File: src/rtl/filter_bank_scheduler_if.sv
// Sample, coefficient-configuration and band-output bundle for filter_bank_scheduler.
// The source/config side uses the master modport and the scheduler uses the slave modport.
interface filter_bank_scheduler_if #(
  parameter int N = 23
);

  logic                sample_valid;
  logic signed [N-1:0] Data_In;
  logic                cfg_we;
  logic [4:0]          cfg_addr;
  logic signed [N-1:0] cfg_data;
  logic                cfg_ack;
  logic                busy;
  logic                out_valid;
  logic                overrun;
  logic signed [N-1:0] Data_Out_bajos;
  logic signed [N-1:0] Data_Out_medios;
  logic signed [N-1:0] Data_Out_altos;

  modport master (
    output sample_valid, Data_In, cfg_we, cfg_addr, cfg_data,
    input  cfg_ack, busy, out_valid, overrun,
           Data_Out_bajos, Data_Out_medios, Data_Out_altos
  );

  modport slave (
    input  sample_valid, Data_In, cfg_we, cfg_addr, cfg_data,
    output cfg_ack, busy, out_valid, overrun,
           Data_Out_bajos, Data_Out_medios, Data_Out_altos
  );

endinterface

File: src/rtl/filter_bank_scheduler.sv
// Three-band crossover built from six Direct Form I biquads sharing a single multiply-accumulate unit.
// Define FILTER_SAT_EN to clamp each section result; without it, results wrap to N bits.
module filter_bank_scheduler #(
  parameter int Magnitud = 8,
  parameter int Decimal  = 14
) (
  input  logic                   clk,
  input  logic                   reset,
  filter_bank_scheduler_if.slave bus
);

  localparam int N     = Magnitud + Decimal + 1;
  localparam int PW    = 2 * N;
  localparam int AW    = 2 * N + 3;
  localparam int NSEC  = 6;
  localparam int NCOEF = 30;

  typedef enum logic [1:0] {IDLE, MAC, WB, DONE} state_t;

  state_t              state_q, state_d;
  logic [2:0]          sec_q, sec_d;
  logic [2:0]          k_q, k_d;
  logic signed [AW-1:0] acc_q, acc_d;
  logic signed [N-1:0] sample_q;
  logic signed [N-1:0] coef_q [NCOEF];
  logic signed [N-1:0] x1_q [NSEC];
  logic signed [N-1:0] x2_q [NSEC];
  logic signed [N-1:0] y1_q [NSEC];
  logic signed [N-1:0] y2_q [NSEC];
  logic signed [N-1:0] bajos_q, medios_q, altos_q;
  logic                outValid_q, cfgAck_q, overrun_q;

  logic                idle, accept, cfgWrite, macEn, wbEn, doneEn;
  logic signed [N-1:0] secIn, operand, yWb;
  logic [4:0]          coefIdx;
  logic signed [PW-1:0] product;

  always_ff @(posedge clk or posedge reset) begin
    if (reset) begin
      state_q <= IDLE;
      sec_q   <= '0;
      k_q     <= '0;
    end else begin
      state_q <= state_d;
      sec_q   <= sec_d;
      k_q     <= k_d;
    end
  end

  always_comb begin
    state_d = state_q;
    sec_d   = sec_q;
    k_d     = k_q;
    case (state_q)
      IDLE: begin
        if (bus.sample_valid) begin
          state_d = MAC;
          sec_d   = '0;
          k_d     = '0;
        end
      end
      MAC: begin
        if (k_q == 3'd4) state_d = WB;
        else             k_d     = k_q + 3'd1;
      end
      WB: begin
        if (sec_q == 3'd5) begin
          state_d = DONE;
        end else begin
          state_d = MAC;
          sec_d   = sec_q + 3'd1;
          k_d     = '0;
        end
      end
      DONE:    state_d = IDLE;
      default: state_d = IDLE;
    endcase
  end

  // A sample in IDLE always wins over a simultaneous coefficient write.
  always_comb begin
    idle     = (state_q == IDLE);
    accept   = idle && bus.sample_valid;
    cfgWrite = idle && bus.cfg_we && !bus.sample_valid && (bus.cfg_addr < 5'd30);
    macEn    = (state_q == MAC);
    wbEn     = (state_q == WB);
    doneEn   = (state_q == DONE);
  end

  // Odd sections are fed by the freshly written y of the even section just before them.
  always_comb begin
    secIn = sec_q[0] ? y1_q[{sec_q[2:1], 1'b0}] : sample_q;
    case (k_q)
      3'd0:    operand = secIn;
      3'd1:    operand = x1_q[sec_q];
      3'd2:    operand = x2_q[sec_q];
      3'd3:    operand = y1_q[sec_q];
      default: operand = y2_q[sec_q];
    endcase
  end

  assign coefIdx = 5'(sec_q) * 5'd5 + 5'(k_q);
  assign product = PW'(coef_q[coefIdx]) * PW'(operand);

  always_comb begin
    acc_d = acc_q;
    if (accept || wbEn) acc_d = '0;
    else if (macEn)     acc_d = acc_q + AW'(product);
  end

`ifdef FILTER_SAT_EN
  // The shifted value fits in N bits only when every bit from the result sign upward agrees.
  always_comb begin
    if ((&acc_q[AW-1:Decimal+N-1]) || !(|acc_q[AW-1:Decimal+N-1]))
      yWb = acc_q[Decimal +: N];
    else if (acc_q[AW-1])
      yWb = {1'b1, {(N-1){1'b0}}};
    else
      yWb = {1'b0, {(N-1){1'b1}}};
  end
`else
  assign yWb = acc_q[Decimal +: N];
`endif

  always_ff @(posedge clk or posedge reset) begin
    if (reset) begin
      acc_q      <= '0;
      sample_q   <= '0;
      bajos_q    <= '0;
      medios_q   <= '0;
      altos_q    <= '0;
      outValid_q <= 1'b0;
      cfgAck_q   <= 1'b0;
      overrun_q  <= 1'b0;
      for (int i = 0; i < NCOEF; i++) coef_q[i] <= '0;
      for (int i = 0; i < NSEC; i++) begin
        x1_q[i] <= '0;
        x2_q[i] <= '0;
        y1_q[i] <= '0;
        y2_q[i] <= '0;
      end
    end else begin
      acc_q      <= acc_d;
      outValid_q <= doneEn;
      cfgAck_q   <= cfgWrite;
      if (bus.sample_valid && !idle) overrun_q <= 1'b1;
      if (accept) sample_q <= bus.Data_In;
      if (cfgWrite) coef_q[bus.cfg_addr] <= bus.cfg_data;
      if (wbEn) begin
        x2_q[sec_q] <= x1_q[sec_q];
        x1_q[sec_q] <= secIn;
        y2_q[sec_q] <= y1_q[sec_q];
        y1_q[sec_q] <= yWb;
      end
      if (doneEn) begin
        bajos_q  <= y1_q[1];
        medios_q <= y1_q[3];
        altos_q  <= y1_q[5];
      end
    end
  end

  assign bus.busy            = !idle;
  assign bus.cfg_ack         = cfgAck_q;
  assign bus.out_valid       = outValid_q;
  assign bus.overrun         = overrun_q;
  assign bus.Data_Out_bajos  = bajos_q;
  assign bus.Data_Out_medios = medios_q;
  assign bus.Data_Out_altos  = altos_q;

endmodule
File: src/flat_wrapper.sv
// flat-port wrapper written by rule: the top's interface ports become plain ports
module filter_bank_scheduler_flat 
#(
  parameter int Magnitud = 8,
  parameter int Decimal  = 14
)
  (clk, reset, bus_sample_valid, bus_Data_In, bus_cfg_we, bus_cfg_addr, bus_cfg_data, bus_cfg_ack, bus_busy, bus_out_valid, bus_overrun, bus_Data_Out_bajos, bus_Data_Out_medios, bus_Data_Out_altos);
  filter_bank_scheduler_if bus_i ();
  input  logic clk;
  input  logic reset;
  input wire logic [$bits(bus_i.sample_valid)-1:0] bus_sample_valid;
  input wire logic [$bits(bus_i.Data_In)-1:0] bus_Data_In;
  input wire logic [$bits(bus_i.cfg_we)-1:0] bus_cfg_we;
  input wire logic [$bits(bus_i.cfg_addr)-1:0] bus_cfg_addr;
  input wire logic [$bits(bus_i.cfg_data)-1:0] bus_cfg_data;
  output wire logic [$bits(bus_i.cfg_ack)-1:0] bus_cfg_ack;
  output wire logic [$bits(bus_i.busy)-1:0] bus_busy;
  output wire logic [$bits(bus_i.out_valid)-1:0] bus_out_valid;
  output wire logic [$bits(bus_i.overrun)-1:0] bus_overrun;
  output wire logic [$bits(bus_i.Data_Out_bajos)-1:0] bus_Data_Out_bajos;
  output wire logic [$bits(bus_i.Data_Out_medios)-1:0] bus_Data_Out_medios;
  output wire logic [$bits(bus_i.Data_Out_altos)-1:0] bus_Data_Out_altos;
  assign bus_i.sample_valid = bus_sample_valid;
  assign bus_i.Data_In = bus_Data_In;
  assign bus_i.cfg_we = bus_cfg_we;
  assign bus_i.cfg_addr = bus_cfg_addr;
  assign bus_i.cfg_data = bus_cfg_data;
  assign bus_cfg_ack = bus_i.cfg_ack;
  assign bus_busy = bus_i.busy;
  assign bus_out_valid = bus_i.out_valid;
  assign bus_overrun = bus_i.overrun;
  assign bus_Data_Out_bajos = bus_i.Data_Out_bajos;
  assign bus_Data_Out_medios = bus_i.Data_Out_medios;
  assign bus_Data_Out_altos = bus_i.Data_Out_altos;
  filter_bank_scheduler #(.Magnitud(Magnitud), .Decimal(Decimal)) u_core (.clk(clk), .reset(reset), .bus(bus_i));
endmodule
File: config.mk
export PLATFORM = sky130hd
export DESIGN_NAME = filter_bank_scheduler_flat
export DESIGN_NICKNAME = d
export VERILOG_FILES = /design/src/rtl/filter_bank_scheduler_if.sv /design/src/rtl/filter_bank_scheduler.sv /design/src/flat_wrapper.sv
export SDC_FILE = /design/constraint.sdc
export NUM_CORES = 2
export LEC_CHECK = 0
export CORE_MARGIN = 5
export CORE_UTILIZATION = 56
export DETAILED_ROUTE_END_ITERATION = 10
export GPL_TIMING_DRIVEN = 0
export PLACE_DENSITY = 0.83
export SYNTH_ARGS = -nofsm -noshare
export SYNTH_HDL_FRONTEND = slang
export SYNTH_SLANG_ARGS = --single-unit
File: constraint.sdc
create_clock -name clk -period 62.3 [get_ports clk]
set_input_delay 15.575 -clock clk [delete_from_list [all_inputs] [get_ports clk]]
set_output_delay 15.575 -clock clk [all_outputs]
set_load 0.05 [all_outputs]
==> impl_metrics.toml <==
[global_route]
antenna_found_initial = 8
grt_pass1_wl_um = 379000
grt_max_degree = 141
grt_overflow_total = 0
grt.total_usage = 0.334
grt_pass1_vias = 60900

[cells_and_area]
mostFrequentLayoutCell = "dfrtp_1"
area_delta_synth_final_pct = 11.2
final_layout_size_suffix_gt1_frac = 0.239
nets = 7822
stdcell_count = 9130
mostFrequentLayoutCells = "dfrtp_1, mux2_2, nand2_1, o21ai_0, inv_1"
n_fill_cell = 10400

[floorplanning]
die_w_um = 388
die_area_um2 = 150000
fp.dieH_um = 388
core_um2 = 142000
fp-row-count = 138
initial_core_util = 0.564
ios = 128

[clock_network]
cts_tree = "yes"
postCtsSetupBuffers = 0
cts.clk_slew.worst_paths_ns = 0.06
clockBufferDepth = 3
htree_levels = 4
root_buffer = "clkbuf_16"
holdBufCountCts = 0
cts_inserted_buffers = 146
cts.sinks = 1382
cts-resized-gates = 0
clk_latency_ns = 0.82

[route]
via_count = 58600
routed_via_density = 6.42
drt-total-wl_um = 252000
wl_per_cell_um = 27.6
dr.pass1.iters = 9
drc = 0
antenna_left = 0
drt_iter0_drc = 7383

[yosys]
synth_nets = 7552
synth_edf_count = 0
ys_ff_latch = 1382
ys_seq_area_frac = 0.433
ys_types = 76
synth.avg_cell_area_um2 = 11.7
synth_area_um2 = 79800
syn_inst = 6848
synth_ff_type = "dfrtp_1"
async_reset_ff_frac = 1.00
yosysWarnings = 0

[place]
placedCellCount = 8857
finalWeightedCongestion = 1.01
dp_hpwl_um = 182000
io_buffer_count = 104
place_ws_ns = 42.84

[worst_hold_path]
hold_class = "flop to flop"
min_from = "u_core.bus.overrun$_DFFE_PP0P_"

[setup_path]
crit_required_ns = 62.96
reg2reg_from = "u_core.sec_q[0]$_DFFE_PP0P_"
arrival_ns = 19.62
start_kind = "input pin"
path_class = "input pin to flop"
startpoint = "bus_sample_valid"
path_max_fanout = 10
end_kind = "flop"

[timing]
hold_violations = 0
grt_setup_unrepaired = "no"
finalMaxSlewViolations = 17
slew_headroom = -0.0698
fmax_mhz = 52.8
setup_ws_ns = 43.35
period_needed_ns = 18.95
final-setup-viol-count = 0
worst_slew_pin_slew_ns = 1.59
finalCritPeriodShare = 0.304
fin_skew_ns = 0.0592

[job]
max-cap-violations = 6

[outcome]
violations = "capacitance limit, slew limit"
status = "finished with violations"
[layout make-up]
type / instances / area, um^2 / share of cell area
well taps: 1890 / 2360 / 0.0266
clock inverters: 49 / 788 / 0.00888
multi-input cells: 4310 / 40700 / 0.458
clock buffers: 215 / 4310 / 0.0486
inverters: 652 / 2450 / 0.0277
diodes: 6 / 15.0 / 0.000169
repair buffers: 122 / 1400 / 0.0158
flip-flops and latches: 1382 / 34600 / 0.390
plain buffers: 504 / 2160 / 0.0243
[Yosys cell counts, types with 5 or more instances]
library cell	n	share of area
nor2_1	228	0.011
nor3_1	10	0.00063
dfrtp_1	1382	0.43
buf_6	18	0.0025
o21ai_0	687	0.043
buf_2	69	0.0043
a22o_1	10	0.0011
nor2b_1	16	0.0013
xnor2_1	35	0.0038
inv_1	650	0.031
clkbuf_1	372	0.017
mux2i_1	146	0.018
buf_1	31	0.0015
a21oi_1	93	0.0058
mux2_2	874	0.12
or3_1	8	0.00063
fa_1	502	0.13
a221o_1	67	0.0084
or2_1	10	0.00078
buf_4	12	0.0011
nand3_1	21	0.0013
o21ai_1	7	0.00044
o2bb2ai_1	14	0.0015
o221ai_1	13	0.0014
ha_1	147	0.023
a21o_1	24	0.0023
nand3b_1	5	0.00047
o211ai_1	6	0.00056
nand2_1	691	0.032
a211oi_1	6	0.00056
a221oi_1	25	0.0027
nand2b_1	58	0.0045
mux2_1	8	0.0011
o31ai_1	19	0.0018
mux4_2	206	0.058
o22ai_1	20	0.0016
xor2_1	17	0.0019
or2_2	269	0.021
[cells by family after synthesis]
kind of cell,synth area share
AO/OA/AOI/OAI,0.0756
adder cells (fa/ha/maj),0.149
flip-flops,0.433
buffers and inverters,0.0577
XOR/XNOR,0.00730
multiplexers,0.202
AND/OR/NAND/NOR,0.0757
[metrics by stage]
stage          TNS (ns)  cell area (um^2)  hold WS [ns]   util
5_1_grt               0             88800         0.489  0.627
4_1_cts               0             88700         0.468  0.627
3_5_place_dp          0             83600         0.455  0.591
2_1_floorplan         0             79800         0.442      -
6_report              0             88800         0.462  0.627
3_3_place_gp   -7273.61             83200         0.452  0.588
[worst max-delay path: stages]
cell,delay (ns)
clkdlybuf4s50_1,0.64
inv_1,0.21
nand3b_1,0.41
a41oi_1,0.52
nand3_1,0.35
nor2_1,0.52
clkbuf_1,0.93
mux2_2,0.44
[flip-flops by register name (all words and copies together), names as in the netlist, 37 cells and up]
signal,cells
u_core.acc_q,37
u_core.coef_q,690
u_core.x1_q,138
u_core.x2_q,138
u_core.y1_q,138
u_core.y2_q,138
[worst paths after layout]
path	endpoint	slack [ns]	cells after the start
max in group asynchronous	u_core.coef_q[556]$_DFFE_PP0P_	44.38	6
min reg2reg	u_core.bus.overrun$_DFFE_PP0P_	0.46	1
max reg2reg	u_core.acc_q[35]$_DFFE_PP0P_	48.14	34
min in group asynchronous	u_core.y2_q[65]$_DFFE_PP0P_	15.21	2
min	u_core.bus.overrun$_DFFE_PP0P_	0.46	1
max	u_core.coef_q[520]$_DFFE_PP0P_	43.35	8
[routing by layer]
layer	vias up	GRT usage	wire length [um]
li1	23500	-	-
met1	30100	0.430	91200
met2	4003	0.502	112000
met3	990	0.108	31200
met4	8	0.187	17300
met5	-	0.00287	130
Power is not shown: default switching activity piles up to over one toggle a cycle in this logic, so the estimate is an artifact.
